[src/rtl/instr_seq_pkg.sv]
// Shared types and defaults for the instruction fetch sequencer.
// Latency: n/a (declarations only).
// Backpressure: n/a (declarations only).
package instr_seq_pkg;

  localparam int              DEF_PC_W    = 6;
  localparam int              DEF_DATA_W  = 8;
  localparam logic [7:0]      DEF_HALT_OP = 8'h80;

  typedef enum logic [2:0] {
    ST_IDLE,
    ST_FETCH_OP,
    ST_FETCH_A1,
    ST_FETCH_A2,
    ST_ISSUE,
    ST_EXEC,
    ST_HALT
  } state_t;

  // Operand byte count implied by the two top opcode bits.
  function automatic logic [1:0] op_count(input logic [7:0] opcode);
    logic [1:0] cnt;
    unique case (opcode[7:6])
      2'b11:   cnt = 2'd2;
      2'b10:   cnt = 2'd0;
      default: cnt = 2'd1;
    endcase
    return cnt;
  endfunction

endpackage

[src/rtl/instr_fetch_sequencer_pc_reg.sv]
// Program counter register with increment / load / hold control.
// Latency: inc or load takes effect on the next rising clock edge.
// Backpressure: none; holds its value whenever neither control is asserted.
//
// Ports: clock, reset (async active-low), inc (pc+1 modulo 2^PC_W),
//        load (pc <= load_val, wins over inc), load_val, pc.
module pc_reg #(
  parameter int PC_W = 6
) (
  input  logic            clock,
  input  logic            reset,
  input  logic            inc,
  input  logic            load,
  input  logic [PC_W-1:0] load_val,
  output logic [PC_W-1:0] pc
);

  logic [PC_W-1:0] pc_q;

  always_ff @(posedge clock or negedge reset) begin
    if (!reset) begin
      pc_q <= '0;
    end else if (load) begin
      pc_q <= load_val;
    end else if (inc) begin
      // Natural overflow gives the required wrap from all-ones to zero.
      pc_q <= pc_q + 1'b1;
    end
  end

  assign pc = pc_q;

endmodule

[src/rtl/instr_fetch_sequencer.sv]
// Fetches opcode plus 0..2 operand bytes, issues the instruction, waits for execution.
// Latency: (1 + operands) fetch cycles + 1 issue cycle + 1 exec cycle with zero-wait partners.
// Backpressure: mem_req holds until mem_ready; instr_valid holds until instr_ready; exec waits for exec_done.
//
// Ports: clock/reset (async active-low); start pulse leaves IDLE.
//        mem_req/mem_addr/mem_rdata/mem_ready : byte read port into program memory.
//        instr_valid/instr_ready/instr_*      : assembled instruction towards execute.
//        exec_done/jmp_taken/jmp_addr         : completion and optional jump from execute.
//        pc, halted                           : status.
module instr_fetch_sequencer
  import instr_seq_pkg::*;
#(
  parameter int                PC_W    = DEF_PC_W,
  parameter int                DATA_W  = DEF_DATA_W,
  parameter logic [DATA_W-1:0] HALT_OP = DEF_HALT_OP
) (
  input  logic              clock,
  input  logic              reset,
  input  logic              start,
  output logic              mem_req,
  output logic [PC_W-1:0]   mem_addr,
  input  logic [DATA_W-1:0] mem_rdata,
  input  logic              mem_ready,
  output logic              instr_valid,
  input  logic              instr_ready,
  output logic [DATA_W-1:0] instr_opcode,
  output logic [DATA_W-1:0] instr_arg1,
  output logic [DATA_W-1:0] instr_arg2,
  output logic [PC_W-1:0]   instr_pc,
  input  logic              exec_done,
  input  logic              jmp_taken,
  input  logic [PC_W-1:0]   jmp_addr,
  output logic [PC_W-1:0]   pc,
  output logic              halted
);

  state_t state, state_nxt;

  logic [DATA_W-1:0] opcode_q;
  logic [DATA_W-1:0] arg1_q;
  logic [DATA_W-1:0] arg2_q;
  logic [PC_W-1:0]   instr_pc_q;
  logic              pc_inc;
  logic              pc_load;
  logic              xfer;

  // Operand count comes from the top bits of the opcode byte.
  logic [1:0] cnt_rdata;
  logic [1:0] cnt_latched;
  assign cnt_rdata   = op_count(mem_rdata[DATA_W-1 -: 8]);
  assign cnt_latched = op_count(opcode_q[DATA_W-1 -: 8]);

  pc_reg #(
    .PC_W(PC_W)
  ) u_pc_reg (
    .clock    (clock),
    .reset    (reset),
    .inc      (pc_inc),
    .load     (pc_load),
    .load_val (jmp_addr),
    .pc       (pc)
  );

  // State register
  always_ff @(posedge clock or negedge reset) begin
    if (!reset) begin
      state <= ST_IDLE;
    end else begin
      state <= state_nxt;
    end
  end

  // Next-state logic
  always_comb begin
    state_nxt = state;
    unique case (state)
      ST_IDLE:     if (start) state_nxt = ST_FETCH_OP;
      ST_FETCH_OP: if (mem_ready) state_nxt = (cnt_rdata != 2'd0) ? ST_FETCH_A1 : ST_ISSUE;
      ST_FETCH_A1: if (mem_ready) state_nxt = (cnt_latched == 2'd2) ? ST_FETCH_A2 : ST_ISSUE;
      ST_FETCH_A2: if (mem_ready) state_nxt = ST_ISSUE;
      ST_ISSUE:    if (instr_ready) state_nxt = (opcode_q == HALT_OP) ? ST_HALT : ST_EXEC;
      ST_EXEC:     if (exec_done) state_nxt = ST_FETCH_OP;
      ST_HALT:     state_nxt = ST_HALT;
      default:     state_nxt = ST_IDLE;
    endcase
  end

  // Output / control decode
  always_comb begin
    mem_req     = 1'b0;
    instr_valid = 1'b0;
    halted      = 1'b0;
    pc_load     = 1'b0;
    unique case (state)
      ST_FETCH_OP, ST_FETCH_A1, ST_FETCH_A2: mem_req = 1'b1;
      ST_ISSUE:                             instr_valid = 1'b1;
      ST_EXEC:                              pc_load = exec_done & jmp_taken;
      ST_HALT:                              halted = 1'b1;
      default:                              ;
    endcase
  end

  assign xfer     = mem_req & mem_ready;
  // Every transferred byte advances the PC, operand bytes included.
  assign pc_inc   = xfer;
  assign mem_addr = pc;

  // Instruction assembly registers; stable through ISSUE because no fetch happens there.
  always_ff @(posedge clock or negedge reset) begin
    if (!reset) begin
      opcode_q   <= '0;
      arg1_q     <= '0;
      arg2_q     <= '0;
      instr_pc_q <= '0;
    end else if (xfer) begin
      unique case (state)
        ST_FETCH_OP: begin
          opcode_q   <= mem_rdata;
          arg1_q     <= '0;
          arg2_q     <= '0;
          instr_pc_q <= pc;
        end
        ST_FETCH_A1: arg1_q <= mem_rdata;
        ST_FETCH_A2: arg2_q <= mem_rdata;
        default:     ;
      endcase
    end
  end

  assign instr_opcode = opcode_q;
  assign instr_arg1   = arg1_q;
  assign instr_arg2   = arg2_q;
  assign instr_pc     = instr_pc_q;

endmodule

[config.mk]
export PLATFORM = sky130hd
export DESIGN_NAME = instr_fetch_sequencer
export DESIGN_NICKNAME = d
export VERILOG_FILES = /design/src/rtl/instr_seq_pkg.sv /design/src/rtl/instr_fetch_sequencer_pc_reg.sv /design/src/rtl/instr_fetch_sequencer.sv
export SDC_FILE = /design/constraint.sdc
export NUM_CORES = 1
export LEC_CHECK = 0
export CORE_UTILIZATION = 25
export CTS_BUF_LIST = sky130_fd_sc_hd__clkbuf_8
export CTS_CLUSTER_SIZE = 25
export DETAILED_ROUTE_END_ITERATION = 10
export PLACE_DENSITY = 0.51
export REMOVE_ABC_BUFFERS = 1
export SYNTH_ARGS = -nofsm -noshare
export SYNTH_HDL_FRONTEND = slang
export SYNTH_SLANG_ARGS = --single-unit
[constraint.sdc]
create_clock -name clock -period 1.6 [get_ports clock]
set_input_delay 0.32 -clock clock [delete_from_list [all_inputs] [get_ports clock]]
set_output_delay 0.32 -clock clock [all_outputs]
set_load 0.02 [all_outputs]
# Word-level counts from Yosys, hierarchy flattened
# Cells that the tools add are included.
[op_classes]
n_bitwise = 2
n_mux = 20
add_sub_neg = 1
n_eq_ne = 18
reduce_logical = 10
[ops]
columns = ["op", "count"]
rows = [
  ["case mux 8 bit (2 select lines)", 2],
  ["two-way mux 3 bit", 8],
  ["case mux 3 bit (7 select lines)", 1],
  ["two-way mux 6 bit", 2],
  ["inequality test 2 bit, second input constant", 6],
  ["== test 2 bit, second input constant", 5],
  ["== test 3 bit, second input constant", 3],
  ["== test 8 bit, second input constant", 1],
  ["case mux 2 bit (2 select lines)", 2],
  ["nonzero test 2 bit", 4],
  ["adder 6 x 1 -> 6 bit, second input constant", 1],
  ["== test 3 x 2 -> 1 bit, second input constant", 2],
  ["AND reduction 2 bit", 3],
  ["AND reduction 6 bit", 1],
  ["two-way mux 1 bit", 4],
  ["== test 3 x 1 -> 1 bit, second input constant", 1],
  ["logical NOT 3 bit", 1],
  ["OR reduction 3 bit", 1],
  ["AND 1 bit", 2],
  ["two-way mux 2 bit", 1],
]
[word_totals]
register_bits = 39
inputBits = 21
word_cells = 57

# Logic depth before layout (Yosys ltp)
# Gate-level depths: netlist of run 1.
[logic_depth]
word_depth = 6
ltp_mapped = 6
ltp_nobuf = 4

# Hierarchy
# A second synthesis of run 1 with hierarchy kept.
[hier_totals]
hier_cells = 167
area_unflattened_um2 = 1831.8
[modules_own_cells]
columns = ["mod", "cells_per_inst", "n_inst", "seq_area_each_um2", "area_each_um2"]
rows = [
  ["instr_fetch_sequencer", 133, 1, 825.8, 1505.2],
  ["pc_reg", 34, 1, 150.1, 326.6],
]

# Worst setup path after synthesis of run 1
# OpenSTA, ideal clock, no wires.
[synth_timing]
kind = "reg-to-reg"
start = "reg state[2]"
end = "reg opcode_q[0] (netlist: instr_opcode[0])"
setup_time_ns = 0.125
required_ns = 1.475
arrival_ns = 1.326
stages_incl_launch_ff = 6
slack_ns = 0.149
cell_sequence = "dfrtp_1 > nand2b_4 > buf_6 > nor2_4 > buf_6 > mux2_2"
[synth_via]
elab_chain_cells = 5
word_cells_on_any_way = 7
cone_classes = "eq/ne: 3; mux: 1; bitwise: 1; reduce/logical: 2"
[synth_rtl]
columns = ["item", "line", "rtl"]
rows = [
  ["start, declared", "instr_fetch_sequencer.sv:37", "state_t state, state_nxt;"],
  ["start signal, assigned", "instr_fetch_sequencer.sv:69", "state <= state_nxt;"],
  ["== test 3 x 1 -> 1 bit or == test 3 x 2 -> 1 bit (tied branches)", "instr_fetch_sequencer.sv:94, instr_fetch_sequencer.sv:116", ""],
  ["OR reduction 3 bit", "instr_fetch_sequencer.sv:94", "unique case (state)"],
  ["two-way mux 1 bit", "instr_fetch_sequencer.sv:94", ""],
  ["AND 1 bit", "instr_fetch_sequencer.sv:103", "assign xfer = mem_req & mem_ready;"],
  ["AND reduction 2 bit (no source line) (*)", "-", ""],
  ["end signal, assigned", "instr_fetch_sequencer.sv:118", "opcode_q <= mem_rdata;"],
  ["end, declared", "instr_fetch_sequencer.sv:39", "logic [DATA_W-1:0] opcode_q;"],
]
# Mark *: on every way between the ends. The rest lies on a longest branch, timed or not.
# A chain may end at the register's enable or synchronous reset.

# Final worst setup path of run 1
[layout_timing]
start = "reg arg2_q[6] (netlist: instr_arg2[6])"
end = "out instr_arg2[6]"
[layout_lines]
columns = ["item", "line", "rtl"]
rows = [
  ["start, declared", "instr_fetch_sequencer.sv:41", "logic [DATA_W-1:0] arg2_q;"],
  ["start signal, assigned", "instr_fetch_sequencer.sv:124", "ST_FETCH_A2: arg2_q <= mem_rdata;"],
  ["end, declared", "instr_fetch_sequencer.sv:28", "output logic [DATA_W-1:0] instr_arg2,"],
]
# No word-level cell between the ends.

==> results of run 1 <==
==> through the flow <==
stage                     cell area (sq um)  total power, mW  worst slack, ps
after floorplan                        1760             3.51            -96.8
after detailed placement               2790             5.35             -178
after CTS                              2890             5.96             1.17
after global placement                 2790             5.34             -153
final                                  2960             5.92             42.8
after global routing                   2960             6.33            0.662
==> worst reg2reg max path, delay by kind of cell, from the launching register on <==
| family | cells | cell delay, ps |
|---|---|---|
| buffers and inverters | 2 | 320 |
| and+or+nand+nor | 2 | 340 |
| DFF | 1 | 460 |
| muxes | 1 | 320 |
==> path summary, 6_finish.rpt <==
kind,startpoint,to,cells past startpoint
setup / recovery,instr_arg2[6],instr_arg2[6],1
hold / removal,instr_arg2[3],instr_arg2[3],2
setup reg to reg,state[2],instr_pc[2],5
hold reg to reg,instr_arg2[3],instr_arg2[3],2
max in group asynchronous,reset,u_pc_reg.pc[1],3
min in group asynchronous,reset,instr_arg2[0],2
==> metal layers <==
metal  track usage, %  vias to the layer above  routed length, um
met5                0                        -                  0
met1             16.6                      740               2270
met2             19.7                       56               2160
met4             4.69                        0                 21
met3             3.82                        2                311
li1                 -                      780                  -
==> cell usage in the layout (no fill, tap or decap), types with 2 or more instances in the layout <==
cell type / n
dfrtp_2: 2
dlygate4sd2_1: 25
buf_2: 3
o21ai_0: 15
a221o_1: 2
nor2_4: 2
mux2i_1: 2
buf_6: 3
o21ai_1: 2
nand3_1: 4
inv_1: 3
a22o_1: 9
a21oi_1: 5
xnor2_1: 4
nand2_1: 24
dfrtp_1: 37
nand2b_4: 2
buf_4: 31
clkdlybuf4s50_1: 21
dlymetal6s2s_1: 15
mux2_2: 13
nor2_2: 3
nor2_1: 6
nand2b_1: 2
a211oi_1: 2
clkbuf_8: 5
==> timing repair <==
action,4_1_cts,5_1_grt
pin swaps,1,1
hold endpoints to repair,15,0
endpoints found under the setup margin,40,39
buffers inserted,0,2
hold buffers,1,0
gates resized for setup,36,25
==> power by group through the flow <==
| stage | logic (mW) | registers [mW] | clock network, mW |
|---|---|---|---|
| after global placement | 3.48 | 1.87 | 0 |
| after global routing | 3.54 | 1.91 | 0.879 |
| after floorplan | 0.990 | 2.52 | 0 |
| after CTS | 3.28 | 1.84 | 0.838 |
| final | 3.28 | 1.83 | 0.816 |
| after detailed placement | 3.48 | 1.86 | 0 |
==> cell families after synthesis <==
| group | share of synthesized area [%] |
|---|---|
| buffers and inverters | 6.35 |
| multiplexers | 9.50 |
| XOR/XNOR | 1.87 |
| AO/OA/AOI/OAI | 13.4 |
| AND/OR/NAND/NOR | 16.1 |
| flip-flops | 52.2 |
| adder cells (fa/ha/maj) | 0.669 |
==> layout make-up <==
cell class | instances | share of cell area (%)
Clock buffer | 5 | 2.32
Sequential cell | 39 | 33.0
Clock inverter | 2 | 1.27
Inverter | 3 | 0.380
Timing Repair Buffer | 101 | 31.5
Multi-Input combinational cell | 112 | 27.3
Tap cell | 99 | 4.18
==> results.toml, run 1 <==
[final_layout]
final_net_count = 284
fin_cells = 361
n_fill_cell = 724
ff_latch_area_sq_um = 978
diodes = 0
multi_input_area_sq_um = 810
syn_to_final_growth_pct = 58.4
drive_gt1_share_pct = 27.9
final_util_pct = 40.8

[timing]
finalSetupViolations = 0
whs_ps = 477
rsz0062_at_grt = "false"
clock-skew-final_ps = 8.70
slew_headroom_pct = 72.5
final_hold_viol_count = 0
min_period_ps = 1560
setup_tns_ps = 0
finalCritPeriodShare_pct = 97.3
worst_pin_slew_ps = 413
max_freq_mhz = 642
drv_slew = 0

[worst_setup_path]
crit_arrival_ps = 1240
crit_type = "flop to primary output"
required_ps = 1280
rrSetupSlack_ps = 50
max_stage_delay_ps = 600
cp_num_buf_inv = 1
critPathCaptureType = "primary output"
cp_slowest_cell = "clkdlybuf4s50_1"
crit_chain = "clkdlybuf4s50_1"
crit_family = "buffers and inverters"
critPathMaxFanout = 2
worst_setup_path_start_kind = "flop"

[clock_network]
clk_latency_ps = 290
cts-root-buf = "clkbuf_8"
cts_tree = "done"
h-tree-depth = 2
clk_pin_slew_ps = 80
cts_max_path_buffers = 2
cts_sinks = 39
cts_made_buffers = 5

[synth]
synth-edff-count = 0
ys_warn_count = 0
synth.distinct_cells = 35
synthTopCellsByArea = "dfrtp_1 (52%), mux2_2 (7.8%), nand2_1 (4.8%), a22o_1 (4.2%), o21ai_0 (4.0%)"
synthFlopType = "dfrtp_1"
seq_area_frac_synth_pct = 52.2
synth-async-reset-ratio_pct = 100
synthTopCellsByCount = "dfrtp_1 (39), nand2_1 (24), o21ai_0 (15), mux2_2 (13), a22o_1 (9)"
syn_inst = 169
syn_area_per_cell_sq_um = 11.1
synth.most_common_cell = "dfrtp_1"
synth.cell_area_sq_mm = 0.00187
ys_ff_latch = 39
netlist.area_leader.share_pct = 52.2
yosys.area.top_type = "dfrtp_1"

[min_path]
hold_path.class = "flop to flop"

[global_routing]
grt_max_degree = 25
grt_overflow = 0
grt_pass1_wl_mm = 7.38
grt_usage_pct = 12.6
antenna_found_initial = 0
grt_pass1_vias = 1487

[pwr]
leakage_nw = 1.53
power_frac_seq_pct = 30.9
swShare_pct = 40.9
power.internal_mw = 3.50
clkPwrFrac_pct = 13.8
ir_drop_uv = 770
p_comb_share_pct = 55.4
power.density_mw_per_mm2 = 2000
p_sw_mw = 2.42

[drt]
routed_wirelength_mm = 4.77
dr.pass1.iters = 4
wl_per_cell_um = 13.2
vias_per_cell = 4.37
drt_iter0_drc = 63
drc_errors = 0
vias = 1578
ant_nets = 0

[die]
ioPinCount = 66
die_area_sq_mm = 0.00783
fp.dieH_um = 88.5
coreArea_sq_mm = 0.00725
start_util_pct = 25.8
row_count = 31
die_x_um = 88.5

[run]
cap_violations = 0

[placement]
dp.cells = 351
place_congestion = 0.731
dp_hpwl_mm = 3.54
io_buffer_count = 65

[outcome]
status = "finished clean"
(Power assumes the default switching activity.)
==> run 2: changes to the inputs <==
ABC_AREA = 1   (was not set)
PLACE_DENSITY = 0.5   (was 0.51)
==> run 2 against run 1 <==
Against the previous run:
- sequential cell count stayed put
- non-clock buffer count is 14 lower
- critical path depth is 2 higher
- utilization is 2.0 points lower
- sequential power is 45% lower
- largest power group is now registers
- highest routed layer unchanged
- power is 66% lower
==> results.toml, run 2 <==
[global_routing]
grt_overflow = 0
grt_pass1_vias = 1736
grt_max_degree = 25
antenna_found_initial = 0
grt_pass1_wl_mm = 8.53
grt_usage_pct = 12.9

[worst_setup_path]
critPathCaptureType = "primary output"
crit_type = "flop to primary output"
worst_setup_path_start_kind = "flop"
crit_arrival_ps = 1210
required_ps = 1280
critPathMaxFanout = 5

[placement]
place_congestion = 0.775
dp_hpwl_mm = 3.91
io_buffer_count = 65

[timing]
worst_pin_slew_ps = 426
min_period_ps = 1530
slew_headroom_pct = 71.6
whs_ps = 486
clock-skew-final_ps = 6.65
max_freq_mhz = 654
finalSetupViolations = 0
drv_slew = 0
setup_tns_ps = 0
rsz0062_at_grt = "false"
final_hold_viol_count = 0
finalCritPeriodShare_pct = 95.6

[die]
start_util_pct = 26.0
fp.dieH_um = 91.9
coreArea_sq_mm = 0.00777
row_count = 32
die_area_sq_mm = 0.00844
die_x_um = 91.9
ioPinCount = 66

[synth]
synth.cell_area_sq_mm = 0.00202
synth.distinct_cells = 23
synth-async-reset-ratio_pct = 100
yosys.area.top_type = "dfrtp_1"
netlist.area_leader.share_pct = 48.3
syn_inst = 251
syn_area_per_cell_sq_um = 8.05
synthTopCellsByCount = "nand2_1 (57), dfrtp_1 (39), inv_1 (38), nand3_1 (33), o21ai_0 (25)"
ys_ff_latch = 39
seq_area_frac_synth_pct = 48.3
ys_warn_count = 0
synth.most_common_cell = "nand2_1"
synthTopCellsByArea = "dfrtp_1 (48%), nand2_1 (11%), nand3_1 (8.2%), inv_1 (7.1%), o21ai_0 (6.2%)"
synth-edff-count = 0
synthFlopType = "dfrtp_1"

[final_layout]
n_fill_cell = 831
layout_commonest_cell = "nand2_1"
mostFrequentLayoutCells = "nand2_1 (57), inv_1 (38), dfrtp_1 (37), nand3_1 (33), o21ai_0 (25)"
multi_input_area_sq_um = 779
diodes = 0
syn_to_final_growth_pct = 49.6
ff_latch_area_sq_um = 978
drive_gt1_share_pct = 15.4
final_net_count = 352

[clock_network]
clk_pin_slew_ps = 80
cts_tree = "done"
cts-root-buf = "clkbuf_8"
clk_latency_ps = 290
h-tree-depth = 2
cts_sinks = 39
cts_made_buffers = 5
cts_max_path_buffers = 2

[pwr]
leakage_nw = 1.80
power.density_mw_per_mm2 = 667
total_power_mw = 2.02
ir_drop_uv = 544

[run]
cap_violations = 0

[drt]
ant_nets = 0
wl_per_cell_um = 11.8
dr.pass1.iters = 4
routed_wirelength_mm = 5.11
vias = 1814
drt_iter0_drc = 67
drc_errors = 0
vias_per_cell = 4.19

[min_path]
hold_path.class = "flop to flop"

[outcome]
status = "finished clean"
-- run 2: cell types whose count changed after synthesis, sizes merged, moves of 5 or more --
cell / before / now
nand2: 24 / 62
o22ai: 0 / 8
inv: 3 / 42
nor2: 11 / 16
nand3: 4 / 34
a22o: 9 / 0
mux2: 14 / 0
o21ai: 17 / 25
-- run 2: timing repair --
item                                    4_1_cts  5_1_grt
buffers inserted                              0        0
hold buffers                                  1        0
hold endpoints to repair                     15        0
endpoints found under the setup margin       27       20
resized for setup                            36       21
-- run 2: cell families after synthesis --
family | share of synthesized area (%)
buf+inv | 13.3
compound gates | 9.17
flops | 48.3
simple gates | 28.1
fa+ha+maj | 0.619
xor+xnor | 0.434
-- run 2: routing by layer --
layer / share of wire (%) / GRT usage, % / wire (um) / vias up
li1: - / - / - / 945
met1: 51 / 18.1 / 2580 / 822
met2: 43 / 19.5 / 2210 / 41
met3: 4.8 / 3.15 / 244 / 6
met4: 1.3 / 3.91 / 67 / 0
met5: 0 / 0 / 0 / -
-- run 2: final cells by class --
class | instances | area share [%]
clock buffers | 6 | 2.73
clock inverters | 2 | 1.16
inverters | 42 | 5.30
multi-input cells | 155 | 25.8
flip-flops and latches | 39 | 32.4
well taps | 102 | 4.23
repair buffers | 87 | 28.4
-- run 2: metrics by stage --
step                cell area (sq um)  util, %  std cells  worst slack, ps
finish                           3020     38.9        433             70.4
global route                     3020     38.9        433            0.528
CTS                              2970     38.2        433            -12.7
detailed placement               2880     37.1        424            -96.7
global placement                 2880     37.1        424            -79.9
floorplan                        1910        -        236              189
-- run 2: worst paths after layout --
check	startpoint	to	slack, ps	cells after the start
max	state[1]	mem_req	70	3
min	instr_pc[5]	instr_pc[5]	490	2
max reg2reg	state[2]	u_pc_reg.pc[1]	230	8
min reg2reg	instr_pc[5]	instr_pc[5]	490	2
max in group asynchronous	reset	instr_arg2[3]	640	3
min in group asynchronous	reset	state[0]	500	2
-- run 2: critical path: stages (launching register included) --
cell and delay (ps):
dfrtp_2 420, nor2_2 60, nor2_1 150, clkdlybuf4s15_2 290
-- run 2: power by group --
group,leakage [nW],total [mW],internal (mW),switching [mW]
Clock,0.0612,0.867,0.505,0.362
Combinational,1.23,0.148,0.0799,0.0684
Sequential,0.514,1.00,0.995,0.00518
Total,1.80,2.02,1.58,0.436
==> run 3: changes to the inputs <==
RECOVER_POWER = 25   (was not set)
==> run 3 against run 2 <==
Against the previous run:
- design area is 0.33% lower
- clock power hardly changed
- non-clock buffer count is the same
- sequential cell count unchanged
- register-to-register slack is essentially flat
- power fell by 0.17%
- count of clock-buffer cells in the layout is the same
- largest power group unchanged
==> results.toml, run 3 (synthesis results as in run 2) <==
[outcome]
status = "finished clean"

[timing]
drv_slew = 0
finalSetupViolations = 0
min_period_ps = 1530
clock-skew-final_ps = 6.69
rsz0062_at_grt = "false"
worst_pin_slew_ps = 970
setup_slack_ps = 70.3
final_hold_viol_count = 0
finalCritPeriodShare_pct = 95.6
max_freq_mhz = 654
setup_tns_ps = 0
slew_headroom_pct = 35.3

[clock_network]
cts_tree = "done"
h-tree-depth = 2
clk_pin_slew_ps = 80
cts_max_path_buffers = 2
cts_made_buffers = 5
post_cts.repair.setup_buffers = 0
clk_latency_ps = 290
cts_sinks = 39
cts-root-buf = "clkbuf_8"

[pwr]
p_comb_share_pct = 7.2
power.density_mw_per_mm2 = 668
swShare_pct = 21.6
leakage_nw = 1.80
power.internal_mw = 1.58
ir_drop_uv = 543
power_frac_seq_pct = 49.7
p_sw_uw = 435
clkPwrFrac_pct = 43.1

[worst_setup_path]
max_stage_delay_ps = 420
crit_type = "flop to primary output"
cp_slowest_cell = "dfrtp_2"
worst_setup_path_start_kind = "flop"
critPathMaxFanout = 5
required_ps = 1280
critPathCaptureType = "primary output"
crit_family = "flip-flops"
crit_chain = "nor2_2 -> nor2_1 -> clkdlybuf4s15_2"
cp_num_buf_inv = 1
crit_arrival_ps = 1210

[drt]
drt_iter0_drc = 72
ant_nets = 0
vias = 1811
drc_errors = 0
vias_per_cell = 4.18
routed_wirelength_mm = 5.10
wl_per_cell_um = 11.8
dr.pass1.iters = 4

[placement]
io_buffer_count = 65
place_congestion = 0.775
dp_hpwl_mm = 3.91
dp.cells = 424
placed_area_sq_mm = 0.00288
pre_cts_ws_ps = -96.7

[min_path]
hold_path.class = "flop to flop"

[final_layout]
drive_gt1_share_pct = 15.1
n_fill_cell = 832
fin_cells = 433
finalInstanceArea_sq_mm = 0.00301
diodes = 0
syn_to_final_growth_pct = 49.1
final_net_count = 352
layout_commonest_cell = "nand2_1"
final_util_pct = 38.8
mostFrequentLayoutCells = "nand2_1 (57), inv_1 (38), dfrtp_1 (37), nand3_1 (33), o21ai_0 (25)"

[global_routing]
grt_pass1_wl_mm = 8.53
grt.busiest_layer = "met2"
grt_max_degree = 25
grt_overflow = 0
grt_util_met1_pct = 18.1
gr-usage-met2_pct = 19.5
grt_pass1_vias = 1736
antenna_found_initial = 0
grt_usage_pct = 12.9
grt.met3_usage_pct = 3.15

[die]
row_count = 32
die_area_sq_mm = 0.00844
ioPinCount = 66
die_x_um = 91.9
fp.dieH_um = 91.9
coreArea_sq_mm = 0.00777
start_util_pct = 26.0

[run]
cap_violations = 0
## run 3: changes by cell type in the layout (fill, tap and decap cells not counted)
cell	previous run	this run
buf_12	3	2
buf_2	3	2
buf_6	0	1
clkbuf_1	0	1
## run 3: routing by layer
metal | part of all wire, % | wire length (um)
met5 | 0 | 0
met4 | 1.3 | 67
met3 | 4.8 | 244
met2 | 44 | 2230
met1 | 50 | 2550
## run 3: worst register-to-register path: stages (launching register included)
cell and delay [ps]:
dfrtp_1 390, buf_4 200, nand2_2 70, nor2_4 190, nand2_2 90, nand2_2 110, inv_2 80, nand2_1 70
nand3_1 60
## run 3: timing repair
item	in CTS	in global routing
hold buffers	1	0
endpoints found under the setup margin	27	20
resized for setup	36	21
hold endpoints to repair	15	0
## run 3: stage by stage
| stage | hold slack, ps | total power [mW] |
|---|---|---|
| 2_1_floorplan | 24.4 | 1.06 |
| 3_3_place_gp | 282 | 1.17 |
| 3_5_place_dp | 280 | 1.17 |
| 4_1_cts | 496 | 2.05 |
| 5_1_grt | 510 | 2.10 |
| 6_report | 486 | 2.01 |
## run 3: path summary, 6_finish.rpt
path	startpoint	end	slack, ps	depth (start not counted)
worst max-delay path	state[1]	mem_req	70	3
worst min-delay path	instr_pc[5]	instr_pc[5]	490	2
worst max register to register	state[2]	u_pc_reg.pc[1]	230	8
worst min register to register	instr_pc[5]	instr_pc[5]	490	2
max in group asynchronous	reset	instr_arg1[2]	170	3
min in group asynchronous	reset	state[0]	700	2
## run 3: cell type report
class	count	area, sq um	share of cell area [%]
well taps	102	128	4.24
multi-input cells	155	779	25.9
repair buffers	87	847	28.1
clock buffers	6	82.6	2.74
clock inverters	2	35.0	1.16
inverters	42	160	5.32
flip-flops and latches	39	978	32.5
## run 3: power by group through the flow
stage / clock (mW) / combinational, mW / sequential [mW]
CTS: 0.900 / 0.153 / 1.00
floorplan: 0 / 0.0249 / 1.03
detailed placement: 0 / 0.153 / 1.02
finish: 0.867 / 0.145 / 1.00
global route: 0.941 / 0.159 / 1.00
global placement: 0 / 0.153 / 1.02
